<file path="src/rtl/errbit_pkg.sv">
// ============================================================================
// Module   : errbit_pkg
// Brief    : Shared width helpers, default derived widths and stage tag type
//            for the frame-level error-bit accumulator.
// Revision : 1.0 - initial release
// ============================================================================
`default_nettype none

package errbit_pkg;

    function automatic int clog2p1(input int value);
        return $clog2(value + 1);
    endfunction

    function automatic int ceil_div(input int num, input int den);
        return (num + den - 1) / den;
    endfunction

    localparam int N_DEFAULT             = 850;
    localparam int ROW_CHUNK_NUM_DEFAULT = 9;
    localparam int SEG_W_DEFAULT         = 128;

    localparam int FE_W  = clog2p1(N_DEFAULT * ROW_CHUNK_NUM_DEFAULT);
    localparam int SUM_W = clog2p1(N_DEFAULT);
    localparam int NSEG  = ceil_div(N_DEFAULT, SEG_W_DEFAULT);

    typedef struct packed {
        logic valid;
        logic last;
    } stage_tag_t;

endpackage

`default_nettype wire

</file>
<file path="src/rtl/errbit_frame_accum_if.sv">
// ============================================================================
// Module   : errbit_frame_accum_if
// Brief    : Hard-decision row-chunk stream into the error-bit accumulator.
// Revision : 1.0 - initial release
// ============================================================================
`default_nettype none

interface errbit_frame_accum_if #(
    parameter int N = 850
);
    logic         in_valid;
    logic         in_last;
    logic [N-1:0] in_data;

    modport master (
        output in_valid,
        output in_last,
        output in_data
    );

    modport slave (
        input  in_valid,
        input  in_last,
        input  in_data
    );
endinterface

`default_nettype wire

</file>
<file path="src/rtl/errbit_popcnt_seg.sv">
// ============================================================================
// Module   : errbit_popcnt_seg
// Brief    : Combinational population count over one SEG_W-bit segment.
// Revision : 1.0 - initial release
// ============================================================================
`default_nettype none

module errbit_popcnt_seg #(
    parameter int SEG_W = 128,
    parameter int CNT_W = 8
) (
    input  logic [SEG_W-1:0] seg_in,
    output logic [CNT_W-1:0] seg_cnt
);

    always_comb begin
        seg_cnt = '0;
        for (int i = 0; i < SEG_W; i++) begin
            seg_cnt = seg_cnt + CNT_W'(seg_in[i]);
        end
    end

endmodule

`default_nettype wire

</file>
<file path="src/rtl/errbit_frame_accum.sv">
// ============================================================================
// Module   : errbit_frame_accum
// Brief    : Pipelined per-chunk popcount, per-frame error accumulation and
//            saturating BER/FER running totals.
// Revision : 1.0 - initial release
// ============================================================================
`default_nettype none

module errbit_frame_accum
    import errbit_pkg::*;
#(
    parameter int N             = 850,
    parameter int ROW_CHUNK_NUM = 9,
    parameter int SEG_W         = 128,
    parameter bit ZERO_IS_ERR   = 1'b1,
    parameter int TOT_W         = 32,
    parameter int SYN_LATENCY   = 2
) (
    input  logic                                    eval_clk,
    input  logic                                    rstn,
    errbit_frame_accum_if.slave                     in_if,
    input  logic                                    stats_clr,
    output logic                                    frame_valid,
    output logic [clog2p1(N*ROW_CHUNK_NUM)-1:0]     frame_err_cnt,
    output logic                                    frame_is_err,
    output logic                                    frame_done,
    output logic                                    busy,
    output logic [TOT_W-1:0]                        tot_err_bits,
    output logic [TOT_W-1:0]                        tot_err_frames,
    output logic [TOT_W-1:0]                        tot_frames,
    output logic                                    proto_err
);

    localparam int FRAME_W = clog2p1(N * ROW_CHUNK_NUM);
    localparam int CHUNK_W = clog2p1(N);
    localparam int SEG_NUM = ceil_div(N, SEG_W);
    localparam int SEGC_W  = clog2p1(SEG_W);
    localparam int CCNT_W  = clog2p1(ROW_CHUNK_NUM);
    localparam int DONE_W  = clog2p1(SYN_LATENCY);

    // ------------------------------------------------------------------
    // Pipeline registers S0..S3 and S4 frame/total state
    // ------------------------------------------------------------------
    stage_tag_t                        s0_tag_q,  s0_tag_d;
    logic [N-1:0]                      s0_data_q, s0_data_d;
    stage_tag_t                        s1_tag_q,  s1_tag_d;
    logic [SEG_NUM-1:0][SEGC_W-1:0]    s1_cnt_q,  s1_cnt_d;
    stage_tag_t                        s2_tag_q,  s2_tag_d;
    logic [CHUNK_W-1:0]                s2_sum_q,  s2_sum_d;
    stage_tag_t                        s3_tag_q,  s3_tag_d;
    logic [CHUNK_W-1:0]                s3_err_q,  s3_err_d;
    logic                              s4_valid_q, s4_valid_d;

    logic [FRAME_W-1:0]                acc_q, acc_d;
    logic                              frame_open_q, frame_open_d;
    logic [CCNT_W-1:0]                 chunk_cnt_q, chunk_cnt_d;
    logic [FRAME_W-1:0]                frame_err_cnt_q, frame_err_cnt_d;
    logic                              frame_is_err_q, frame_is_err_d;
    logic                              frame_valid_q, frame_valid_d;
    logic [DONE_W-1:0]                 done_cnt_q, done_cnt_d;
    logic                              proto_err_q, proto_err_d;
    logic [TOT_W-1:0]                  tot_err_bits_q, tot_err_bits_d;
    logic [TOT_W-1:0]                  tot_err_frames_q, tot_err_frames_d;
    logic [TOT_W-1:0]                  tot_frames_q, tot_frames_d;

    logic [SEG_NUM-1:0][SEGC_W-1:0]    seg_cnt;

    // ------------------------------------------------------------------
    // S1 segment popcounts; the short tail segment is zero-padded so that
    // padding never contributes ones regardless of ZERO_IS_ERR.
    // ------------------------------------------------------------------
    for (genvar g = 0; g < SEG_NUM; g++) begin : g_seg
        localparam int LO  = g * SEG_W;
        localparam int REM = ((N - LO) < SEG_W) ? (N - LO) : SEG_W;
        logic [SEG_W-1:0] seg_bits;

        if (REM == SEG_W) begin : g_full
            assign seg_bits = s0_data_q[LO +: SEG_W];
        end else begin : g_pad
            assign seg_bits = {{(SEG_W-REM){1'b0}}, s0_data_q[LO +: REM]};
        end

        errbit_popcnt_seg #(
            .SEG_W (SEG_W),
            .CNT_W (SEGC_W)
        ) u_popcnt (
            .seg_in  (seg_bits),
            .seg_cnt (seg_cnt[g])
        );
    end

    always_comb begin
        s0_tag_d.valid = in_if.in_valid;
        s0_tag_d.last  = in_if.in_valid & in_if.in_last;
        s0_data_d      = in_if.in_data;

        s1_tag_d       = s0_tag_q;
        s1_cnt_d       = seg_cnt;

        s2_tag_d       = s1_tag_q;
        s2_sum_d       = '0;
        for (int i = 0; i < SEG_NUM; i++) begin
            s2_sum_d = s2_sum_d + CHUNK_W'(s1_cnt_q[i]);
        end

        s3_tag_d       = s2_tag_q;
        s3_err_d       = ZERO_IS_ERR ? (CHUNK_W'(N) - s2_sum_q) : s2_sum_q;

        s4_valid_d     = s3_tag_q.valid;
    end

    // ------------------------------------------------------------------
    // S4 frame accumulator, chunk counter, totals and frame_done stretch
    // ------------------------------------------------------------------
    logic [FRAME_W-1:0] acc_base;
    logic [FRAME_W:0]   acc_ext;
    logic [FRAME_W-1:0] acc_sum;
    logic [CCNT_W-1:0]  cnt_base;
    logic [CCNT_W-1:0]  cnt_next;
    logic [TOT_W:0]     bits_ext;

    always_comb begin
        acc_d            = acc_q;
        frame_open_d     = frame_open_q;
        chunk_cnt_d      = chunk_cnt_q;
        frame_err_cnt_d  = frame_err_cnt_q;
        frame_is_err_d   = frame_is_err_q;
        frame_valid_d    = 1'b0;
        proto_err_d      = proto_err_q;
        tot_err_bits_d   = tot_err_bits_q;
        tot_err_frames_d = tot_err_frames_q;
        tot_frames_d     = tot_frames_q;

        // A closed frame means the incoming chunk starts a fresh sum.
        acc_base = frame_open_q ? acc_q : '0;
        acc_ext  = {1'b0, acc_base} + (FRAME_W+1)'(s3_err_q);
        acc_sum  = acc_ext[FRAME_W] ? '1 : acc_ext[FRAME_W-1:0];
        cnt_base = frame_open_q ? chunk_cnt_q : '0;
        cnt_next = (&cnt_base) ? cnt_base : cnt_base + CCNT_W'(1);
        bits_ext = {1'b0, tot_err_bits_q} + (TOT_W+1)'(acc_sum);

        if (s3_tag_q.valid) begin
            if (s3_tag_q.last) begin
                acc_d           = acc_sum;
                frame_open_d    = 1'b0;
                chunk_cnt_d     = '0;
                frame_err_cnt_d = acc_sum;
                frame_is_err_d  = (acc_sum != '0);
                frame_valid_d   = 1'b1;
                tot_err_bits_d  = bits_ext[TOT_W] ? '1 : bits_ext[TOT_W-1:0];
                tot_frames_d    = (&tot_frames_q) ? tot_frames_q
                                                  : tot_frames_q + TOT_W'(1);
                if (acc_sum != '0 && !(&tot_err_frames_q)) begin
                    tot_err_frames_d = tot_err_frames_q + TOT_W'(1);
                end
            end else begin
                acc_d        = acc_sum;
                frame_open_d = 1'b1;
                chunk_cnt_d  = cnt_next;
                if (cnt_next >= CCNT_W'(ROW_CHUNK_NUM)) begin
                    proto_err_d = 1'b1;
                end
            end
        end

        if (stats_clr) begin
            tot_err_bits_d   = '0;
            tot_err_frames_d = '0;
            tot_frames_d     = '0;
            proto_err_d      = 1'b0;
        end

        if (frame_valid_d) begin
            done_cnt_d = DONE_W'(SYN_LATENCY);
        end else if (done_cnt_q != '0) begin
            done_cnt_d = done_cnt_q - DONE_W'(1);
        end else begin
            done_cnt_d = '0;
        end
    end

    always_ff @(posedge eval_clk or negedge rstn) begin
        if (!rstn) begin
            s0_tag_q         <= '0;
            s0_data_q        <= '0;
            s1_tag_q         <= '0;
            s1_cnt_q         <= '0;
            s2_tag_q         <= '0;
            s2_sum_q         <= '0;
            s3_tag_q         <= '0;
            s3_err_q         <= '0;
            s4_valid_q       <= 1'b0;
            acc_q            <= '0;
            frame_open_q     <= 1'b0;
            chunk_cnt_q      <= '0;
            frame_err_cnt_q  <= '0;
            frame_is_err_q   <= 1'b0;
            frame_valid_q    <= 1'b0;
            done_cnt_q       <= '0;
            proto_err_q      <= 1'b0;
            tot_err_bits_q   <= '0;
            tot_err_frames_q <= '0;
            tot_frames_q     <= '0;
        end else begin
            s0_tag_q         <= s0_tag_d;
            s0_data_q        <= s0_data_d;
            s1_tag_q         <= s1_tag_d;
            s1_cnt_q         <= s1_cnt_d;
            s2_tag_q         <= s2_tag_d;
            s2_sum_q         <= s2_sum_d;
            s3_tag_q         <= s3_tag_d;
            s3_err_q         <= s3_err_d;
            s4_valid_q       <= s4_valid_d;
            acc_q            <= acc_d;
            frame_open_q     <= frame_open_d;
            chunk_cnt_q      <= chunk_cnt_d;
            frame_err_cnt_q  <= frame_err_cnt_d;
            frame_is_err_q   <= frame_is_err_d;
            frame_valid_q    <= frame_valid_d;
            done_cnt_q       <= done_cnt_d;
            proto_err_q      <= proto_err_d;
            tot_err_bits_q   <= tot_err_bits_d;
            tot_err_frames_q <= tot_err_frames_d;
            tot_frames_q     <= tot_frames_d;
        end
    end

    assign frame_valid    = frame_valid_q;
    assign frame_err_cnt  = frame_err_cnt_q;
    assign frame_is_err   = frame_is_err_q;
    assign frame_done     = (done_cnt_q != '0);
    assign proto_err      = proto_err_q;
    assign tot_err_bits   = tot_err_bits_q;
    assign tot_err_frames = tot_err_frames_q;
    assign tot_frames     = tot_frames_q;
    assign busy           = frame_open_q | s0_tag_q.valid | s1_tag_q.valid |
                            s2_tag_q.valid | s3_tag_q.valid | s4_valid_q;

endmodule

`default_nettype wire
</file>
<file path="src/flat_wrapper.sv">
// flat-port wrapper written by rule: the top's interface ports become plain ports
module errbit_frame_accum_flat import errbit_pkg::*;
#(
    parameter int N             = 850,
    parameter int ROW_CHUNK_NUM = 9,
    parameter int SEG_W         = 128,
    parameter bit ZERO_IS_ERR   = 1'b1,
    parameter int TOT_W         = 32,
    parameter int SYN_LATENCY   = 2
)
  (eval_clk, rstn, stats_clr, frame_valid, frame_err_cnt, frame_is_err, frame_done, busy, tot_err_bits, tot_err_frames, tot_frames, proto_err, in_if_in_valid, in_if_in_last, in_if_in_data);
  errbit_frame_accum_if #(.N(N)) in_if_i ();
  input  logic eval_clk;
  input  logic rstn;
  input  logic stats_clr;
  output logic frame_valid;
  output logic [clog2p1(N*ROW_CHUNK_NUM)-1:0] frame_err_cnt;
  output logic frame_is_err;
  output logic frame_done;
  output logic busy;
  output logic [TOT_W-1:0] tot_err_bits;
  output logic [TOT_W-1:0] tot_err_frames;
  output logic [TOT_W-1:0] tot_frames;
  output logic proto_err;
  input wire logic [$bits(in_if_i.in_valid)-1:0] in_if_in_valid;
  input wire logic [$bits(in_if_i.in_last)-1:0] in_if_in_last;
  input wire logic [$bits(in_if_i.in_data)-1:0] in_if_in_data;
  assign in_if_i.in_valid = in_if_in_valid;
  assign in_if_i.in_last = in_if_in_last;
  assign in_if_i.in_data = in_if_in_data;
  errbit_frame_accum #(.N(N), .ROW_CHUNK_NUM(ROW_CHUNK_NUM), .SEG_W(SEG_W), .ZERO_IS_ERR(ZERO_IS_ERR), .TOT_W(TOT_W), .SYN_LATENCY(SYN_LATENCY)) u_core (.eval_clk(eval_clk), .rstn(rstn), .in_if(in_if_i), .stats_clr(stats_clr), .frame_valid(frame_valid), .frame_err_cnt(frame_err_cnt), .frame_is_err(frame_is_err), .frame_done(frame_done), .busy(busy), .tot_err_bits(tot_err_bits), .tot_err_frames(tot_err_frames), .tot_frames(tot_frames), .proto_err(proto_err));
endmodule
</file>
<file path="config.mk">
export PLATFORM = sky130hd
export DESIGN_NAME = errbit_frame_accum_flat
export DESIGN_NICKNAME = d
export VERILOG_FILES = /design/src/rtl/errbit_pkg.sv /design/src/rtl/errbit_frame_accum_if.sv /design/src/rtl/errbit_popcnt_seg.sv /design/src/rtl/errbit_frame_accum.sv /design/src/flat_wrapper.sv
export SDC_FILE = /design/constraint.sdc
export NUM_CORES = 2
export LEC_CHECK = 0
export BUFFER_PORTS_ARGS = -buffer_cell sky130_fd_sc_hd__clkbuf_2
export CELL_PAD_IN_SITES_DETAIL_PLACEMENT = 1
export CELL_PAD_IN_SITES_GLOBAL_PLACEMENT = 1
export CORE_AREA = 2 2 377 379
export CTS_CLUSTER_SIZE = 8
export DETAILED_ROUTE_END_ITERATION = 10
export DIE_AREA = 0 0 379 381
export PLACE_DENSITY = 0.75
export SYNTH_ARGS = -nofsm -noshare
export SYNTH_HDL_FRONTEND = slang
export SYNTH_SLANG_ARGS = --single-unit
</file>
<file path="constraint.sdc">
create_clock -name eval_clk -period 7 [get_ports eval_clk]
set_input_delay 1.05 -clock eval_clk [delete_from_list [all_inputs] [get_ports eval_clk]]
set_output_delay 1.05 -clock eval_clk [all_outputs]
set_load 0.005 [all_outputs]
</file>
==> metrics.txt <==
status=finished, violations left; failing checks=negative setup slack; CTS tree=yes; Cell variety after synth=60; Clock Path Buffers=3; max-slew violation count=0; Fillers=14.7k; GRT Overall Usage=0.238; WL final=169000 um; cell count after placement=7090; relative slew slack=0.260; CP most frequent cell=fa_1; global-route wire length before repair=252000 um; Synth warnings=0; number of synthesized flops with an enable pin=0; Core Rows=138; Post-Syn Area=0.0553 mm2; Worst setup EP type=flop; met2 Track Usage GR=0.431; TritonRoute pass-1 iters=4; synthesized area per cell=13.1 um2; maxcap violations=0; area of the core=0.141 mm2; via count=34.1k; Crit Path Max Fanout=2; crit-path max cell delay=610 ps; Worst Path Required=7700 ps; vias in the first global route=42.2k; global route hottest layer=met2; Setup-failing EPs final=16; Starting Density=0.394; period utilization=1.02; Syn Nets=6090; clk root buf=clkbuf_16; Port Buffers=968; CP arrival=7870 ps; Synth Flop Type=dfrtp_1; Buffers & Inverters on Critical Path=4; Worst Hold Class=in2async; share of layout cells above drive strength 1=0.261; clock slew at reported path FFs=50 ps; detailed placement HPWL=124000 um; Layout area overhead=22.6%; nets@finish=7225; GRT met3 Usage=0.0493; worst-margin pin slew=1110 ps; die area=0.144 mm2; H-tree Lvls=4; Max Freq=139 MHz; #FFs+latches synth=1066; slowest CP cell=fa_1; # IOs=969; critical path, cell by cell=inv_1, fa_1, fa_1, fa_1, inv_1, fa_2, inv_1, fa_1, fa_1, fa_1, fa_2, fa_1, fa_1, inv_2, ha_4, fa_2, a21oi_2, nor2_1, nor2_1, o21bai_1, a21oi_1, xnor2_1; synthesized instance count=4230; RSZ-0062 raised after global routing=yes; post-DR vias/cell=4.64; crit path time final=7170 ps; antenna-violating nets left=0; flop2flop setup slack=-170 ps; Worst setup SP type=flop; initial antenna violation count=73; gr ovfl total=0; setup ws final=-171 ps; Die Width=379 um; drc violations=0; largest net degree at the start of global routing=199; sequential share of the synthesized area=0.482; post-synth top area share=0.482; RR Endpoint=u_core.s1_cnt_q[6]; First DRT Iteration DRCs=1300; asr flop ratio synth=1.00; clk_lat worst skew=820 ps; WS Path Type=reg2reg; Crit path max-delay family=adder cells; setup TNS=-1070 ps; Layout Cells excl Fill=7350; Sink Count=1066; reg2reg path depth=22; GPL Wtd Cong=0.857; Synth area leaders=dfrtp_1 48%, fa_1 29%, inv_1 8.7%; final setup skew=63.0 ps; Crit Reg-Reg Startpoint=u_core.s0_data_q[83]; DR WL/cell=23.0 um; met1 GRT Util=0.252; Synth area leader=dfrtp_1; hold slack=231 ps; die span in y=381 um; final hold vios=0; total CTS buffers=154
==> cells by family (layout without fill, tap and decap cells) <==
kind of cell | Yosys count | in the layout | share of synthesized area
buffers and inverters | 1320 | 2482 | 0.0900
flip-flops | 1066 | 1066 | 0.482
adder cells (fa/ha/maj) | 1005 | 1005 | 0.335
AND/OR/NAND/NOR | 448 | 448 | 0.0407
AO/OA/AOI/OAI | 268 | 268 | 0.0310
XOR/XNOR | 95 | 95 | 0.0150
multiplexers | 28 | 28 | 0.00566
other | 0 | 68 | 0
==> per-layer routing <==
metal | vias up | part of all wire
li1 | 14655 | -
met1 | 17894 | 0.34
met2 | 1065 | 0.54
met3 | 486 | 0.047
met4 | 16 | 0.066
met5 | - | 0.00066
==> how the worst max path moves through the flow <==
stage                               end             startpoint  slack (ps)  cells after the start
global placement    u_core.s1_cnt_q[30]  u_core.s0_data_q[437]        -190                     24
CTS                 u_core.s1_cnt_q[14]  u_core.s0_data_q[157]        -200                     24
finish               u_core.s1_cnt_q[6]   u_core.s0_data_q[83]        -170                     22
global route        u_core.s1_cnt_q[30]  u_core.s0_data_q[431]        -390                     24
floorplan           u_core.s1_cnt_q[30]  u_core.s0_data_q[437]           5                     24
detailed placement   u_core.s1_cnt_q[7]   u_core.s0_data_q[53]        -360                     24
==> cells in the mapped netlist, types with 11 or more instances <==
cell type / count
a21o_1: 20
a21oi_1: 102
a311oi_1: 14
a31oi_1: 11
and2_1: 22
and3_1: 17
and4_1: 11
clkbuf_1: 35
dfrtp_1: 1066
fa_1: 795
ha_1: 210
inv_1: 1276
mux2_1: 11
mux2_2: 11
nand2_1: 67
nand2b_1: 14
nand3_1: 44
nand4_1: 19
nor2_1: 140
nor2b_1: 35
nor3_1: 27
nor4_1: 16
o21ai_0: 43
o21bai_1: 24
or3_1: 11
xnor2_1: 61
xor2_1: 34
==> cell type report <==
type | count | area [um2] | area share
clock buffers | 163 | 3920 | 0.0578
diodes | 68 | 170 | 0.00251
inverters | 1276 | 4790 | 0.0706
well taps | 1890 | 2360 | 0.0349
repair buffers | 1023 | 5330 | 0.0786
flip-flops and latches | 1066 | 26700 | 0.393
clock inverters | 20 | 438 | 0.00646
multi-input cells | 1844 | 24100 | 0.356
==> state kept, by name (all words and copies together) (netlist names), 2 cells and up <==
name	count
u_core.s2_sum_q	10
u_core.chunk_cnt_q	4
u_core.tot_frames	32
u_core.tot_err_bits	32
u_core.s2_tag_q	2
u_core.acc_q	13
u_core.tot_err_frames	32
u_core.s0_data_q	850
u_core.done_cnt_q	2
u_core.s0_tag_q	2
u_core.s1_cnt_q	55
u_core.s3_err_q	10
u_core.frame_err_cnt	13
u_core.s1_tag_q	2
==> stage by stage <==
step / setup WS, ps / instance area [um2] / util
finish: -171 / 67800 / 0.483
global route: -394 / 67800 / 0.482
CTS: -201 / 67400 / 0.480
detailed placement: -364 / 62700 / 0.446
global placement: -194 / 62700 / 0.446
floorplan: 5.41 / 55300 / -
==> cell usage in the layout, fill, tap and decap left out, types with 9 or more instances in the layout <==
master     count
inv_1       1199
dfrtp_1     1066
clkbuf_2     966
fa_1         736
ha_1         199
clkbuf_16    154
nor2_1       140
a21oi_1       82
inv_2         77
diode_2       68
nand2_1       67
fa_2          59
buf_4         49
xnor2_1       47
nand3_1       44
o21ai_0       37
nor2b_1       35
xor2_1        33
nor3_1        27
o21bai_1      24
and2_1        22
a21o_1        20
a21oi_2       20
nand4_1       19
and3_1        17
nor4_1        16
nand2b_1      14
a311oi_1      14
xnor2_2       13
clkinv_16     12
a31oi_1       11
or3_1         11
mux2_1        11
mux2_2        11
and4_1        10
ha_4          10
or4_1          9
==> what timing repair did <==
action / in CTS / in global routing
gates resized for setup: 114 / 81
endpoints found under the setup margin: 30 / 28
pin swaps: 124 / 76
buffers inserted: 10 / 6
hold buffers: 0 / 0
hold endpoints to repair: 0 / 0
Power is not shown: default switching activity piles up to over one toggle a cycle in this logic, so the estimate is an artifact.
